$ cat src/rtl/md_pkg.sv
// Shared multiply/divide definitions: op codes, engine states and iteration constants.
package md_pkg;

  localparam int MD_WIDTH   = 32;
  localparam int MD_ITERS   = 32;
  localparam int MD_LATENCY = 33;

  localparam logic [2:0] MD_MULT  = 3'b000;
  localparam logic [2:0] MD_MULTU = 3'b001;
  localparam logic [2:0] MD_DIV   = 3'b010;
  localparam logic [2:0] MD_DIVU  = 3'b011;

  typedef enum logic [1:0] {
    ST_IDLE = 2'b00,
    ST_RUN  = 2'b01,
    ST_FIX  = 2'b10,
    ST_DONE = 2'b11
  } md_state_e;

endpackage

$ cat src/rtl/md_sign_fix.sv
// Conditional two's-complement negation: magnitude at accept, sign restore at fix-up.
module md_sign_fix #(
  parameter int W = 32
) (
  input  logic [W-1:0] value,
  input  logic         negate,
  output logic [W-1:0] result
);

  assign result = negate ? (~value + {{(W-1){1'b0}}, 1'b1}) : value;

endmodule

$ cat src/rtl/md_iter_engine.sv
// Iterative radix-2 multiply / restoring divide engine feeding the HI/LO block.
module md_iter_engine
  import md_pkg::*;
#(
  parameter int WIDTH = MD_WIDTH
) (
  input  logic             clk,
  input  logic             reset,
  input  logic             start,
  input  logic [2:0]       op,
  input  logic             cancel,
  input  logic [WIDTH-1:0] src_a,
  input  logic [WIDTH-1:0] src_b,
  output logic             busy,
  output logic             done,
  output logic [WIDTH-1:0] hi,
  output logic [WIDTH-1:0] lo
);

  md_state_e            state_r, state_s;
  logic [5:0]           cnt_r;
  logic [2*WIDTH-1:0]   acc_r;
  logic [WIDTH-1:0]     opnd_r;
  logic [WIDTH-1:0]     a_raw_r;
  logic                 is_div_r, sign_q_r, sign_r_r, dbz_r;
  logic                 busy_r, done_r;
  logic [WIDTH-1:0]     hi_r, lo_r;

  logic                 start_ok_s, accept_s, signed_s;
  logic [WIDTH-1:0]     abs_a_s, abs_b_s;
  logic [WIDTH:0]       mul_sum_s;
  logic [2*WIDTH-1:0]   mul_next_s, div_next_s;
  logic [WIDTH:0]       div_rem_s;
  logic [WIDTH+1:0]     div_diff_s;
  logic                 div_ge_s;
  logic [2*WIDTH-1:0]   prod_fix_s;
  logic [WIDTH-1:0]     quot_fix_s, rem_fix_s;
  logic [WIDTH-1:0]     res_hi_s, res_lo_s;

  // A start is only meaningful for the four defined op codes and when not being aborted.
  assign start_ok_s = start & (op[2] == 1'b0) & ~cancel;
  assign signed_s   = (op[0] == 1'b0);

  md_sign_fix #(.W(WIDTH)) u_abs_a (
    .value (src_a),
    .negate(signed_s & src_a[WIDTH-1]),
    .result(abs_a_s)
  );

  md_sign_fix #(.W(WIDTH)) u_abs_b (
    .value (src_b),
    .negate(signed_s & src_b[WIDTH-1]),
    .result(abs_b_s)
  );

  md_sign_fix #(.W(2*WIDTH)) u_fix_prod (
    .value (acc_r),
    .negate(sign_q_r),
    .result(prod_fix_s)
  );

  md_sign_fix #(.W(WIDTH)) u_fix_quot (
    .value (acc_r[WIDTH-1:0]),
    .negate(sign_q_r),
    .result(quot_fix_s)
  );

  md_sign_fix #(.W(WIDTH)) u_fix_rem (
    .value (acc_r[2*WIDTH-1:WIDTH]),
    .negate(sign_r_r),
    .result(rem_fix_s)
  );

  // One iteration step for both algorithms; the divide keeps a 33-bit partial remainder.
  always_comb begin
    mul_sum_s  = {1'b0, acc_r[2*WIDTH-1:WIDTH]} +
                 (acc_r[0] ? {1'b0, opnd_r} : {(WIDTH+1){1'b0}});
    mul_next_s = {mul_sum_s, acc_r[WIDTH-1:1]};
    div_rem_s  = acc_r[2*WIDTH-1:WIDTH-1];
    div_diff_s = {1'b0, div_rem_s} - {2'b00, opnd_r};
    // While rem < divisor holds, a non-negative difference always fits in WIDTH bits.
    div_ge_s   = (div_diff_s[WIDTH+1:WIDTH] == 2'b00);
    if (div_ge_s) begin
      div_next_s = {div_diff_s[WIDTH-1:0], acc_r[WIDTH-2:0], 1'b1};
    end else begin
      div_next_s = {div_rem_s[WIDTH-1:0], acc_r[WIDTH-2:0], 1'b0};
    end
  end

  // Final result selection, with divide-by-zero forced to its defined pattern.
  always_comb begin
    res_hi_s = prod_fix_s[2*WIDTH-1:WIDTH];
    res_lo_s = prod_fix_s[WIDTH-1:0];
    if (dbz_r) begin
      res_hi_s = a_raw_r;
      res_lo_s = {WIDTH{1'b1}};
    end else if (is_div_r) begin
      res_hi_s = rem_fix_s;
      res_lo_s = quot_fix_s;
    end else begin
      res_hi_s = prod_fix_s[2*WIDTH-1:WIDTH];
      res_lo_s = prod_fix_s[WIDTH-1:0];
    end
  end

  // Next-state logic; cancel beats start, and DONE may accept a new op directly.
  always_comb begin
    state_s  = state_r;
    accept_s = 1'b0;
    case (state_r)
      ST_IDLE, ST_DONE: begin
        if (start_ok_s) begin
          state_s  = ST_RUN;
          accept_s = 1'b1;
        end else begin
          state_s  = ST_IDLE;
        end
      end
      ST_RUN: begin
        if (cancel) begin
          state_s = ST_IDLE;
        end else if (cnt_r == 6'(MD_ITERS - 1)) begin
          state_s = ST_FIX;
        end else begin
          state_s = ST_RUN;
        end
      end
      ST_FIX: begin
        if (cancel) begin
          state_s = ST_IDLE;
        end else begin
          state_s = ST_DONE;
        end
      end
      default: begin
        state_s = ST_IDLE;
      end
    endcase
  end

  // State, iteration counter and status outputs.
  always_ff @(posedge clk) begin
    if (reset) begin
      state_r <= ST_IDLE;
      cnt_r   <= 6'd0;
      busy_r  <= 1'b0;
      done_r  <= 1'b0;
    end else begin
      state_r <= state_s;
      cnt_r   <= ((state_r == ST_RUN) && (state_s == ST_RUN)) ? (cnt_r + 6'd1) : 6'd0;
      busy_r  <= (state_s == ST_RUN) || (state_s == ST_FIX);
      done_r  <= (state_s == ST_DONE);
    end
  end

  // Operand capture at accept and per-cycle accumulator update while running.
  always_ff @(posedge clk) begin
    if (reset) begin
      acc_r    <= {(2*WIDTH){1'b0}};
      opnd_r   <= {WIDTH{1'b0}};
      a_raw_r  <= {WIDTH{1'b0}};
      is_div_r <= 1'b0;
      sign_q_r <= 1'b0;
      sign_r_r <= 1'b0;
      dbz_r    <= 1'b0;
    end else if (accept_s) begin
      is_div_r <= op[1];
      a_raw_r  <= src_a;
      sign_q_r <= signed_s & (src_a[WIDTH-1] ^ src_b[WIDTH-1]);
      sign_r_r <= signed_s & src_a[WIDTH-1];
      dbz_r    <= op[1] & (src_b == {WIDTH{1'b0}});
      if (op[1]) begin
        acc_r  <= {{WIDTH{1'b0}}, abs_a_s};
        opnd_r <= abs_b_s;
      end else begin
        acc_r  <= {{WIDTH{1'b0}}, abs_b_s};
        opnd_r <= abs_a_s;
      end
    end else if (state_r == ST_RUN) begin
      acc_r <= is_div_r ? div_next_s : mul_next_s;
    end
  end

  // HI/LO results update only on an uncancelled fix-up cycle.
  always_ff @(posedge clk) begin
    if (reset) begin
      hi_r <= {WIDTH{1'b0}};
      lo_r <= {WIDTH{1'b0}};
    end else if ((state_r == ST_FIX) && !cancel) begin
      hi_r <= res_hi_s;
      lo_r <= res_lo_s;
    end
  end

  assign busy = busy_r;
  assign done = done_r;
  assign hi   = hi_r;
  assign lo   = lo_r;

endmodule
$ cat config.mk
export PLATFORM = sky130hd
export DESIGN_NAME = md_iter_engine
export DESIGN_NICKNAME = d
export VERILOG_FILES = /design/src/rtl/md_pkg.sv /design/src/rtl/md_sign_fix.sv /design/src/rtl/md_iter_engine.sv
export SDC_FILE = /design/constraint.sdc
export NUM_CORES = 1
export LEC_CHECK = 0
export BUFFER_PORTS_ARGS = -buffer_cell sky130_fd_sc_hd__buf_2
export CELL_PAD_IN_SITES_DETAIL_PLACEMENT = 1
export CELL_PAD_IN_SITES_GLOBAL_PLACEMENT = 2
export CORE_ASPECT_RATIO = 1.5
export CORE_MARGIN = 1.5
export CORE_UTILIZATION = 37
export DETAILED_ROUTE_END_ITERATION = 10
export PLACE_DENSITY_LB_ADDON = 0.1
export SYNTH_ARGS = -nofsm -noshare
export SYNTH_HDL_FRONTEND = slang
export SYNTH_HIERARCHICAL = 1
export SYNTH_SLANG_ARGS = --single-unit
$ cat constraint.sdc
create_clock -name clk -period 3.95 [get_ports clk]
set_input_delay 0.5925 -clock clk [delete_from_list [all_inputs] [get_ports clk]]
set_output_delay 0.5925 -clock clk [all_outputs]
set_load 0.01 [all_outputs]
==> reports/results.txt, run 1 <==
first drt pass iteration count - 4
reg2reg end - hi[31]
FFs w/ async S/R, synth - 0%
Setup crit start kind - register
CP cell instances - buf_4 -> nor4_1 -> nand3_1 -> buf_4 -> or4_1 -> o31ai_1 -> xnor2_1 -> mux2i_1 -> o21ai_0 -> nand2_1 -> a21oi_1
dpl ws - 209 ps
global-route wire length before repair - 116 mm
yosys warns - 6
unrepaired setup endpoints after global routing - no
Max H-tree Level - 1
Top Family by Delay on Critical Path - simple AND/OR/NAND/NOR gates
CTS tree - built
# placed instances - 3074
cts-stage hold buffer count - 0
initial core utilization - 37.5%
Clock Skew - 12.8 ps
flop2flop setup slack - 120 ps
predominant post-synthesis flop cell - dfxtp_1
mean post-synth cell area - 7.85 um2
Critical-path top delay cell - nor4_1
vias in the first global route - 19224
Die Ht - 275 um
number of remaining DRC errors - 0
CP Capture Type - register
Wirelength per Cell - 24.6 um
setup TNS - 0 ps
I/O pin cnt - 137
post-route ant nets - 0
CTS max path bufs - 3
number of DRC markers in iteration 0 - 842
nets@finish - 2593
cts bufs inserted - 26
final setup margin - 119 ps
Syn Nets - 2480
layout cells sized above 1 - 16.5%
die area - 0.0509 mm2
clk sinks - 206
Lkg Pwr - 8.11 nW
Worst path most repeated cell - buf_4
vias per cell - 5.85
dpl hpwl - 60.2 mm
worst slew pin tran - 1360 ps
Reg2Reg Depth - 11
cells after synthesis - 2333
Worst-path clk slew - 60 ps
Peak VDD IR - 268 uV
num rows - 99
status - complete, no violations
GRT Total Usage - 30.1%
final-report setup violation count - 0
Final GP Congestion - 0.929
WP buf/inv - 2
CP Data Required Time - 4370 ps
Mapped Area - 0.0183 mm2
Hold EP - a_raw_r[1]
Worst Path Arrival - 4250 ps
largest net degree at the start of global routing - 89
hold crit path type - input port to register
Tmin final - 3830 ps
initial antenna violation count - 9
Post CTS Setup Buffer Count - 0
detailed-route via count - 18292
maximum clock frequency - 261 MHz
final non-filler cell total - 3125
min-delay src - src_a[1]
Post-DP Area - 0.0200 mm2
Post-synth EDFFs - 0
Post-Route WL - 76.8 mm
DIE WIDTH - 185 um
Fin. Hold Viols - 0
Critical Path Max Stage Delay - 1100 ps
P&R area growth vs syn - 14.1%
Rel. slew slack - 8.70%
FF+latch count, synth - 206
crit path kind - register to register
total gr overflow - 0
Max-Cap Viols - 0
WHS Path Cells - 3
Final Core Density - 42.8%
Netlist cell types - 89
CP Max Fanout - 7
Port Buffers - 136
PostCTS Resize Cnt - 0
final period utilization - 97.0%
final instance area - 0.0209 mm2
Skew-Pair Late Insertion Delay - 570 ps
register area share after synthesis - 22.5%
core footprint - 0.0488 mm2
clk root buf - clkbuf_16
Slew Viols, Final - 0
Reg-to-Reg Start - acc_r[49]
Power Dens Cells - 303 mW/mm2
==> kinds of logic (layout without fill, tap and decap cells) <==
group,after synthesis,in the layout,share of synthesized area (%)
other cells,0,3,0
xor+xnor,239,239,11.4
simple gates,757,757,21.8
mux,178,178,9.99
flops,206,206,22.5
compound gates,663,663,24.3
buf+inv,214,347,4.74
fa+ha+maj,76,76,5.28
==> stage by stage <==
step	hold WS, ps	power (mW)
2_1_floorplan	418	3.22
3_3_place_gp	428	3.77
3_5_place_dp	445	3.79
4_1_cts	314	6.36
5_1_grt	337	6.56
6_report	351	6.32
==> cell type report <==
class,count,area [um2]
Tap cell,656,821
Fill cell,6023,27900
Multi-Input combinational cell,1913,13400
Inverter,73,274
Clock buffer,37,783
Timing Repair Buffer,226,1390
Antenna cell,3,7.51
Sequential cell,206,4130
Clock inverter,11,123
==> power breakdown <==
part | internal (mW) | switching, mW
logic | 0.562 | 0.993
registers | 2.13 | 0.0814
clock network | 1.51 | 1.04
total | 4.21 | 2.11
==> per-layer routing <==
metal | track usage, % | up-vias | wire length (um)
li1 | - | 8696 | -
met1 | 31.7 | 9062 | 29300
met2 | 56.5 | 333 | 39900
met3 | 3.22 | 187 | 2140
met4 | 19.3 | 14 | 5380
met5 | 0 | - | 91
==> worst max path at each step <==
stage	end	start	cells after the start
after global placement	hi[31]	acc_r[49]	11
final	hi[31]	acc_r[49]	11
after global routing	hi[31]	acc_r[49]	11
after detailed placement	hi[31]	acc_r[49]	11
after floorplan	acc_r[59]	acc_r[0]	13
after CTS	hi[31]	acc_r[49]	11
==> worst reg2reg max path, cell delays in order, from the launching register on <==
cell     delay [ps]
dfxtp_1         370
buf_4           160
nor4_1         1100
nand3_1         230
buf_4           260
or4_1           460
o31ai_1         270
xnor2_1         120
mux2i_1         350
o21ai_0         130
nand2_1         160
a21oi_1          80
==> sequential cells by signal, indices dropped and copies added, names as in the netlist, 2 cells and up <==
signal and count:
a_raw_r 32, state_r 2, lo 32, cnt_r 6, opnd_r 32, hi 32
acc_r 64
==> placed cells by master, fill, tap and decap left out, types with 29 or more instances in the layout <==
cell / netlist / final
nand2b_1: 31 / 31
o31ai_1: 59 / 59
inv_1: 73 / 73
mux2i_1: 143 / 143
nor2_1: 191 / 191
ha_1: 74 / 73
o41ai_1: 29 / 29
buf_2: 5 / 134
xnor2_1: 213 / 213
mux2_2: 33 / 33
dfxtp_1: 206 / 203
o21ai_0: 116 / 116
and2_1: 36 / 36
o22ai_1: 35 / 35
a21oi_1: 192 / 192
a211oi_1: 74 / 74
buf_4: 5 / 89
nand2_1: 278 / 278
==> cell usage after synthesis (8+ instances only) <==
master / number / area (um2)
inv_1: 73 / 274
nand2_1: 278 / 1040
nor2_1: 191 / 717
or4_1: 13 / 97.6
or2_2: 13 / 81.3
nor4_4: 17 / 362
a21o_1: 18 / 135
o41ai_2: 20 / 325
o21ai_0: 116 / 581
o211ai_1: 14 / 105
mux2_2: 33 / 372
nand2b_1: 31 / 194
o221ai_1: 9 / 78.8
a21oi_1: 192 / 961
xor2_1: 26 / 228
o21ai_1: 21 / 105
nor2b_1: 8 / 50.1
nand3_1: 26 / 130
or2b_1: 8 / 60.1
xnor2_1: 213 / 1870
mux2i_1: 143 / 1430
clkbuf_1: 96 / 360
o31ai_1: 59 / 443
and2_1: 36 / 225
nand3b_1: 8 / 60.1
dfxtp_1: 206 / 4120
o41ai_1: 29 / 254
a211oi_1: 74 / 556
buf_1: 29 / 109
o21bai_1: 8 / 60.1
nand4_1: 25 / 156
a22oi_1: 12 / 90.1
o21a_1: 10 / 75.1
nor3_1: 27 / 135
ha_1: 74 / 926
o22ai_1: 35 / 219
nor4_1: 18 / 113
a31oi_1: 8 / 50.1
or3_1: 16 / 100
Power figures use the tool's default switching activity.
==> inputs of run 2 (changes only) <==
==> constraint.sdc (replaced) <==
create_clock -name clk -period 3.95 [get_ports clk]
set_input_delay 0.395 -clock clk [delete_from_list [all_inputs] [get_ports clk]]
set_output_delay 0.395 -clock clk [all_outputs]
set_load 0.01 [all_outputs]
==> run 2 against run 1 <==
  * Worst hold slack worse by 190 ps
  * Global-route usage decreased by 0.17 points
  * Core utilization shrank 0.062 points
  * Critical endpoint is now acc_r[63]
==> reports/results.txt, run 2 (same netlist as run 1, synthesis figures left out) <==
status - complete, no violations
Power Dens Cells - 297 mW/mm2 (-1.8%)
Post-Route WL - 76.3 mm (-0.74%)
Critical Path Max Stage Delay - 720 ps (-380 ps)
final-report setup violation count - 0 (unchanged)
Int Pwr - 4.09 mW (-2.7%)
cts bufs inserted - 25 (-3.8%)
CP Max Fanout - 12 (+5)
layout cells sized above 1 - 16.4% (-0.027 points)
Flop pwr share - 35.6% (+0.6 points)
unrepaired setup endpoints after global routing - no
Worst Path Arrival - 4030 ps (-220 ps)
worst setup path endpoint - acc_r[63]
I/O pin cnt - 137 (unchanged)
final period utilization - 90.1% (-6.9 points)
first drt pass iteration count - 5 (+1)
Reg2Reg Depth - 11 (unchanged)
detailed-route via count - 18266 (-0.14%)
nets@finish - 2598 (+0.19%)
die area - 0.0509 mm2 (unchanged)
P&R area growth vs syn - 13.9%
Worst-path clk slew - 70 ps (about the same)
Skew-Pair Late Insertion Delay - 580 ps (about the same)
Critical Path Stages - 11 (unchanged)
number of remaining DRC errors - 0 (unchanged)
Final GP Congestion - 0.921 (-0.86%)
worst hold slack - 157 ps (-194 ps)
dpl hpwl - 60.4 mm (+0.25%)
worst slew pin tran - 1100 ps (-261 ps)
setup TNS - 0 ps (unchanged)
Slew Viols, Final - 0 (unchanged)
Tmin final - 3560 ps (-274 ps)
Post CTS Setup Buffer Count - 0 (unchanged)
CTS max path bufs - 3 (unchanged)
CP Data Required Time - 4420 ps (+50 ps)
number of DRC markers in iteration 0 - 859 (+2.0%)
num rows - 99 (unchanged)
largest reg by FF count - acc_r
Comb power frac - 25.2% (+0.6 points)
flop2flop setup slack - 390 ps (+270 ps)
most common cell after layout, fill and taps aside - nand2_1
Peak VDD IR - 344 uV (+28%)
post-route ant nets - 0 (unchanged)
clock power share - 39.2% (-1.1 points)
PostCTS Resize Cnt - 0 (unchanged)
global-route wire length before repair - 115 mm (-0.62%)
cts-stage hold buffer count - 0 (unchanged)
total gr overflow - 0 (unchanged)
max reg flops - 64 (unchanged)
initial core utilization - 37.5% (unchanged)
Port Buffers - 136 (unchanged)
Reg-to-Reg Start - opnd_r[10]
Max-Cap Viols - 0 (unchanged)
Net Switching - 2.10 mW (-0.36%)
Critical-path top delay cell - o311ai_4
CTS tree - built
vias in the first global route - 18984 (-1.2%)
clk sinks - 206 (unchanged)
reg2reg end - acc_r[63]
Rel. slew slack - 26.8% (+18 points)
maximum clock frequency - 281 MHz (+7.7%)
DIE WIDTH - 185 um (unchanged)
most frequent cells in the layout - nand2_1, xnor2_1, dfxtp_1, a21oi_1, nor2_1
Wirelength per Cell - 24.4 um (-0.87%)
Fin. Hold Viols - 0 (unchanged)
vias per cell - 5.84 (-0.27%)
initial antenna violation count - 8 (-1)
GRT Total Usage - 29.9% (-0.17 points)
Max H-tree Level - 1 (unchanged)
CP cell instances - inv_1 -> ha_1 -> a21o_1 -> a2111o_1 -> o2111ai_1 -> a21oi_1 -> o311ai_4 -> buf_4 -> a31oi_1 -> nand3b_1 -> a32o_1
WP buf/inv - 2 (unchanged)
crit path kind - register to register
hold crit path type - input port to register
Setup crit start - opnd_r[10]
Top Family by Delay on Critical Path - compound AO/OA/AOI/OAI gates
largest net degree at the start of global routing - 109 (+22%)
Clock Skew - 27.2 ps (+14.4 ps)
clk root buf - clkbuf_16
Setup crit start kind - register
Lkg Pwr - 8.11 nW (about the same)
Switching Share - 33.9% (+0.52 points)
Die Ht - 275 um (unchanged)
core footprint - 0.0488 mm2 (unchanged)
CP Capture Type - register
-- run 2: cell types whose count changed in the layout (fill, tap and decap cells not counted), sizes merged --
cell    previous run  this run
clkbuf            37        36
buf              226       232
clkinv             7         5
inv               74        75
-- run 2: worst min-delay path by stage --
stage	from	end	slack (ps)	cells after the start
detailed placement	cnt_r[0]	cnt_r[0]	440	1
global route	src_a[31]	a_raw_r[31]	150	3
floorplan	cnt_r[0]	cnt_r[0]	420	1
global placement	cnt_r[0]	cnt_r[0]	430	1
finish	src_a[31]	a_raw_r[31]	160	3
CTS	src_a[31]	a_raw_r[31]	120	3
-- run 2: area by class of cell --
type,count,area (um2)
Inverter,73,274
Multi-Input combinational cell,1913,13300
Clock buffer,36,717
Clock inverter,10,119
Antenna cell,3,7.51
Timing Repair Buffer,232,1440
Tap cell,656,821
Sequential cell,206,4130
Fill cell,6074,28000
-- run 2: through the flow --
stage / total power [mW] / instances / util (%) / setup WS, ps / cell area, um2
after floorplan: 3.22 / 2333 / - / 817 / 18300
after global placement: 3.77 / 3080 / 41.0 / 431 / 20000
after detailed placement: 3.79 / 3080 / 41.0 / 398 / 20000
after CTS: 6.25 / 3126 / 42.7 / 382 / 20800
after global routing: 6.44 / 3126 / 42.7 / 137 / 20800
final: 6.20 / 3129 / 42.7 / 392 / 20900
-- run 2: worst min-delay path, cell delays in order --
cell	delay, ps
buf_2	160
nand2_1	80
a21oi_1	60
-- run 2: power groups by stage --
| stage | Sequential [mW] | Combinational (mW) | Clock [mW] |
|---|---|---|---|
| floorplan | 2.25 | 0.970 | 0 |
| global route | 2.21 | 1.68 | 2.55 |
| finish | 2.21 | 1.56 | 2.43 |
| detailed placement | 2.25 | 1.54 | 0 |
| global placement | 2.25 | 1.52 | 0 |
| CTS | 2.20 | 1.55 | 2.49 |
-- run 2: routing by layer --
layer	GRT usage, %	vias up	wire length [um]
li1	-	8728	-
met1	32.0	8939	29200
met2	55.6	395	39300
met3	3.05	194	2220
met4	19.2	10	5480
met5	0	-	67
==> inputs of run 3 (changes only) <==
--- a/config.mk
+++ b/config.mk
@@ -5,12 +5,13 @@
 export SDC_FILE = /design/constraint.sdc
 export NUM_CORES = 1
 export LEC_CHECK = 0
+export ABC_AREA = 1
 export BUFFER_PORTS_ARGS = -buffer_cell sky130_fd_sc_hd__buf_2
 export CELL_PAD_IN_SITES_DETAIL_PLACEMENT = 1
 export CELL_PAD_IN_SITES_GLOBAL_PLACEMENT = 2
 export CORE_ASPECT_RATIO = 1.5
 export CORE_MARGIN = 1.5
-export CORE_UTILIZATION = 37
+export CORE_UTILIZATION = 33
 export DETAILED_ROUTE_END_ITERATION = 10
 export PLACE_DENSITY_LB_ADDON = 0.1
 export SYNTH_ARGS = -nofsm -noshare
==> run 3 against run 2 <==
  * First-iteration DRC count grew 63%
  * Die area grew 32%
  * Worst hold slack lost 34 ps
  * Maximum frequency grew 7.0%
  * Sequential share of layout area shrank 3.0 points
  * Total power grew 12%
  * Critical path type unchanged
==> reports/results.txt, run 3 <==
status - complete, no violations
Slew Viols, Final - 0 (unchanged)
largest reg by FF count - acc_r
final period utilization - 84.1% (-5.9 points)
cts-stage hold buffer count - 0 (unchanged)
detailed-route via count - 25720 (+41%)
total gr overflow - 0 (unchanged)
die area - 0.0673 mm2 (+32%)
mean post-synth cell area - 5.63 um2 (-28%)
layout cells sized above 1 - 11.5% (-4.9 points)
Final Core Density - 37.6% (-5.2 points)
most frequent cells in the layout - nand2_1, nor2_1, inv_1, o21ai_0, dfxtp_1
number of remaining DRC errors - 0 (unchanged)
Die Ht - 317 um (+15%)
Mapped Area - 0.0217 mm2 (+19%)
most common cell after layout, fill and taps aside - nand2_1
clk root buf - clkbuf_16
vias in the first global route - 26041 (+37%)
# placed instances - 4807 (+56%)
unrepaired setup endpoints after global routing - no
initial core utilization - 33.2% (-4.3 points)
predominant post-synthesis flop cell - dfxtp_1
post-route ant nets - 0 (unchanged)
Worst path most repeated cell - nand2_1
vias per cell - 5.30 (-9.3%)
Lkg Pwr - 12.6 nW (+55%)
register area share after synthesis - 19.0% (-3.5 points)
share of the synthesized area in the top cell type - 21.9% (-0.66 points)
Reg2Reg Depth - 15 (+4)
first drt pass iteration count - 5 (unchanged)
Post-DP Area - 0.0236 mm2 (+18%)
nets@finish - 4105 (+58%)
yosys warns - 6 (unchanged)
cts bufs inserted - 26 (+4.0%)
FF+latch count, synth - 206 (unchanged)
final setup margin - 627 ps (+234 ps)
Peak VDD IR - 294 uV (-15%)
filler instances - 9073 (+49%)
PostCTS Resize Cnt - 0 (unchanged)
setup TNS - 0 ps (unchanged)
Power Dens Cells - 284 mW/mm2 (-4.4%)
final non-filler cell total - 4856 (+55%)
dpl ws - 659 ps (+261 ps)
P&R area growth vs syn - 13.1%
CTS tree - built
worst slew pin tran - 1130 ps (+36.9 ps)
core footprint - 0.0653 mm2 (+34%)
Setup crit start kind - register
clk sinks - 206 (unchanged)
Port Buffers - 136 (unchanged)
Max-Cap Viols - 0 (unchanged)
cell taking the most area after synthesis - nand2_1
Netlist cell types - 50 (-44%)
CTS max path bufs - 3 (unchanged)
largest cells by area after synthesis - nand2_1, dfxtp_1, nor2_1
synth cell count leaders - nand2_1, nor2_1, inv_1, o21ai_0, dfxtp_1
Skew-Pair Late Insertion Delay - 590 ps (about the same)
crit path kind - register to register
number of DRC markers in iteration 0 - 1399 (+63%)
Wirelength per Cell - 23.8 um (-2.3%)
final-report setup violation count - 0 (unchanged)
Worst-path clk slew - 60 ps (about the same)
dpl hpwl - 94.3 mm (+56%)
CP Max Fanout - 29 (+17)
most frequent cell after synthesis - nand2_1
overall power - 6.97 mW (+12%)
Max H-tree Level - 1 (unchanged)
Post-synth EDFFs - 0 (unchanged)
Post CTS Setup Buffer Count - 0 (unchanged)
largest net degree at the start of global routing - 108 (-0.92%)
maximum clock frequency - 301 MHz (+7.0%)
Tmin final - 3320 ps (-234 ps)
I/O pin cnt - 137 (unchanged)
Syn Nets - 4001 (+61%)
Final GP Congestion - 0.984 (+6.8%)
cells after synthesis - 3854 (+65%)
num rows - 115 (+16%)
GRT Total Usage - 33.8% (+4.0 points)
WHS Path Cells - 3 (unchanged)
Clock Skew - 25.3 ps (-1.82 ps)
CP Capture Type - register
Critical-path top delay cell - dfxtp_1
initial antenna violation count - 0 (-8)
Post-Route WL - 116 mm (+52%)
global-route wire length before repair - 167 mm (+45%)
CP Data Required Time - 4450 ps (+30 ps)
hold crit path type - input port to register
Fin. Hold Viols - 0 (unchanged)
DIE WIDTH - 212 um (+15%)
Worst Path Arrival - 3830 ps (-200 ps)
Rel. slew slack - 24.2% (-2.6 points)
Critical Path Max Stage Delay - 690 ps (-30 ps)
FFs w/ async S/R, synth - 0% (unchanged)
final instance area - 0.0245 mm2 (+18%)
max reg flops - 64 (unchanged)
worst hold slack - 124 ps (-33.6 ps)
CP cell instances - ha_1 -> nand2_1 -> nor2_1 -> nand3_1 -> nand3_2 -> nand2_1 -> nand2_1 -> nand2_1 -> nand2_2 -> nand2_2 -> inv_1 -> nand2_1 -> nand3_1 -> nand2_1 -> a21oi_1
==> run 3: changes by cell type after synthesis, moves of 58 or more <==
cell	change
nand3_1	+168
nor2_1	+310
a211oi_1	-74
o21ai_0	+151
inv_1	+370
o31ai_1	-58
a31oi_1	+64
xnor2_1	-151
nand2_1	+986
mux2i_1	-143
==> run 3: worst paths after layout <==
kind / startpoint / endpoint / slack (ps)
setup / recovery: acc_r[38] / acc_r[58] / 630
hold / removal: src_a[30] / a_raw_r[30] / 120
setup reg to reg: acc_r[38] / acc_r[58] / 630
hold reg to reg: cnt_r[5] / cnt_r[5] / 450
==> run 3: layer usage <==
layer	global-route usage [%]	up-vias	wire length (um)
met2	61.3	603	57700
met4	28.4	0	11200
met5	0	-	0
li1	-	12553	-
met1	35.3	12256	43100
met3	2.91	308	3580
==> run 3: layout make-up <==
cell class	count	area, um2	share of cell area (%)
clock inverter	18	248	1.01
tap	877	1100	4.47
multi-input combinational	3032	15200	61.9
sequential	206	4130	16.8
inverter	468	1780	7.26
antenna	1	2.50	0.0102
timing repair buffer	224	1390	5.67
clock buffer	30	696	2.84
==> run 3: logic make-up (layout without fill, tap and decap cells) <==
family,Yosys count,after routing,synth area share [%]
simple gates,2223,2223,44.5
compound gates,622,622,16.4
other cells,0,1,0
flops,206,206,19.0
xor+xnor,111,111,4.52
buf+inv,616,740,11.1
fa+ha+maj,76,76,4.45
==> run 3: power by group <==
| part | leakage [nW] | switching (mW) | internal, mW |
|---|---|---|---|
| sequential | 1.67 | 0.0613 | 2.13 |
| clock | 0.459 | 1.12 | 1.60 |
| combinational | 10.4 | 1.48 | 0.582 |
==> run 3: critical path, delay by kind of cell, from the launching register on <==
family | cells | cell delay [ps]
simple gates | 12 | 1920
compound gates | 1 | 120
fa+ha+maj | 1 | 300
buf+inv | 1 | 210
flops | 1 | 690
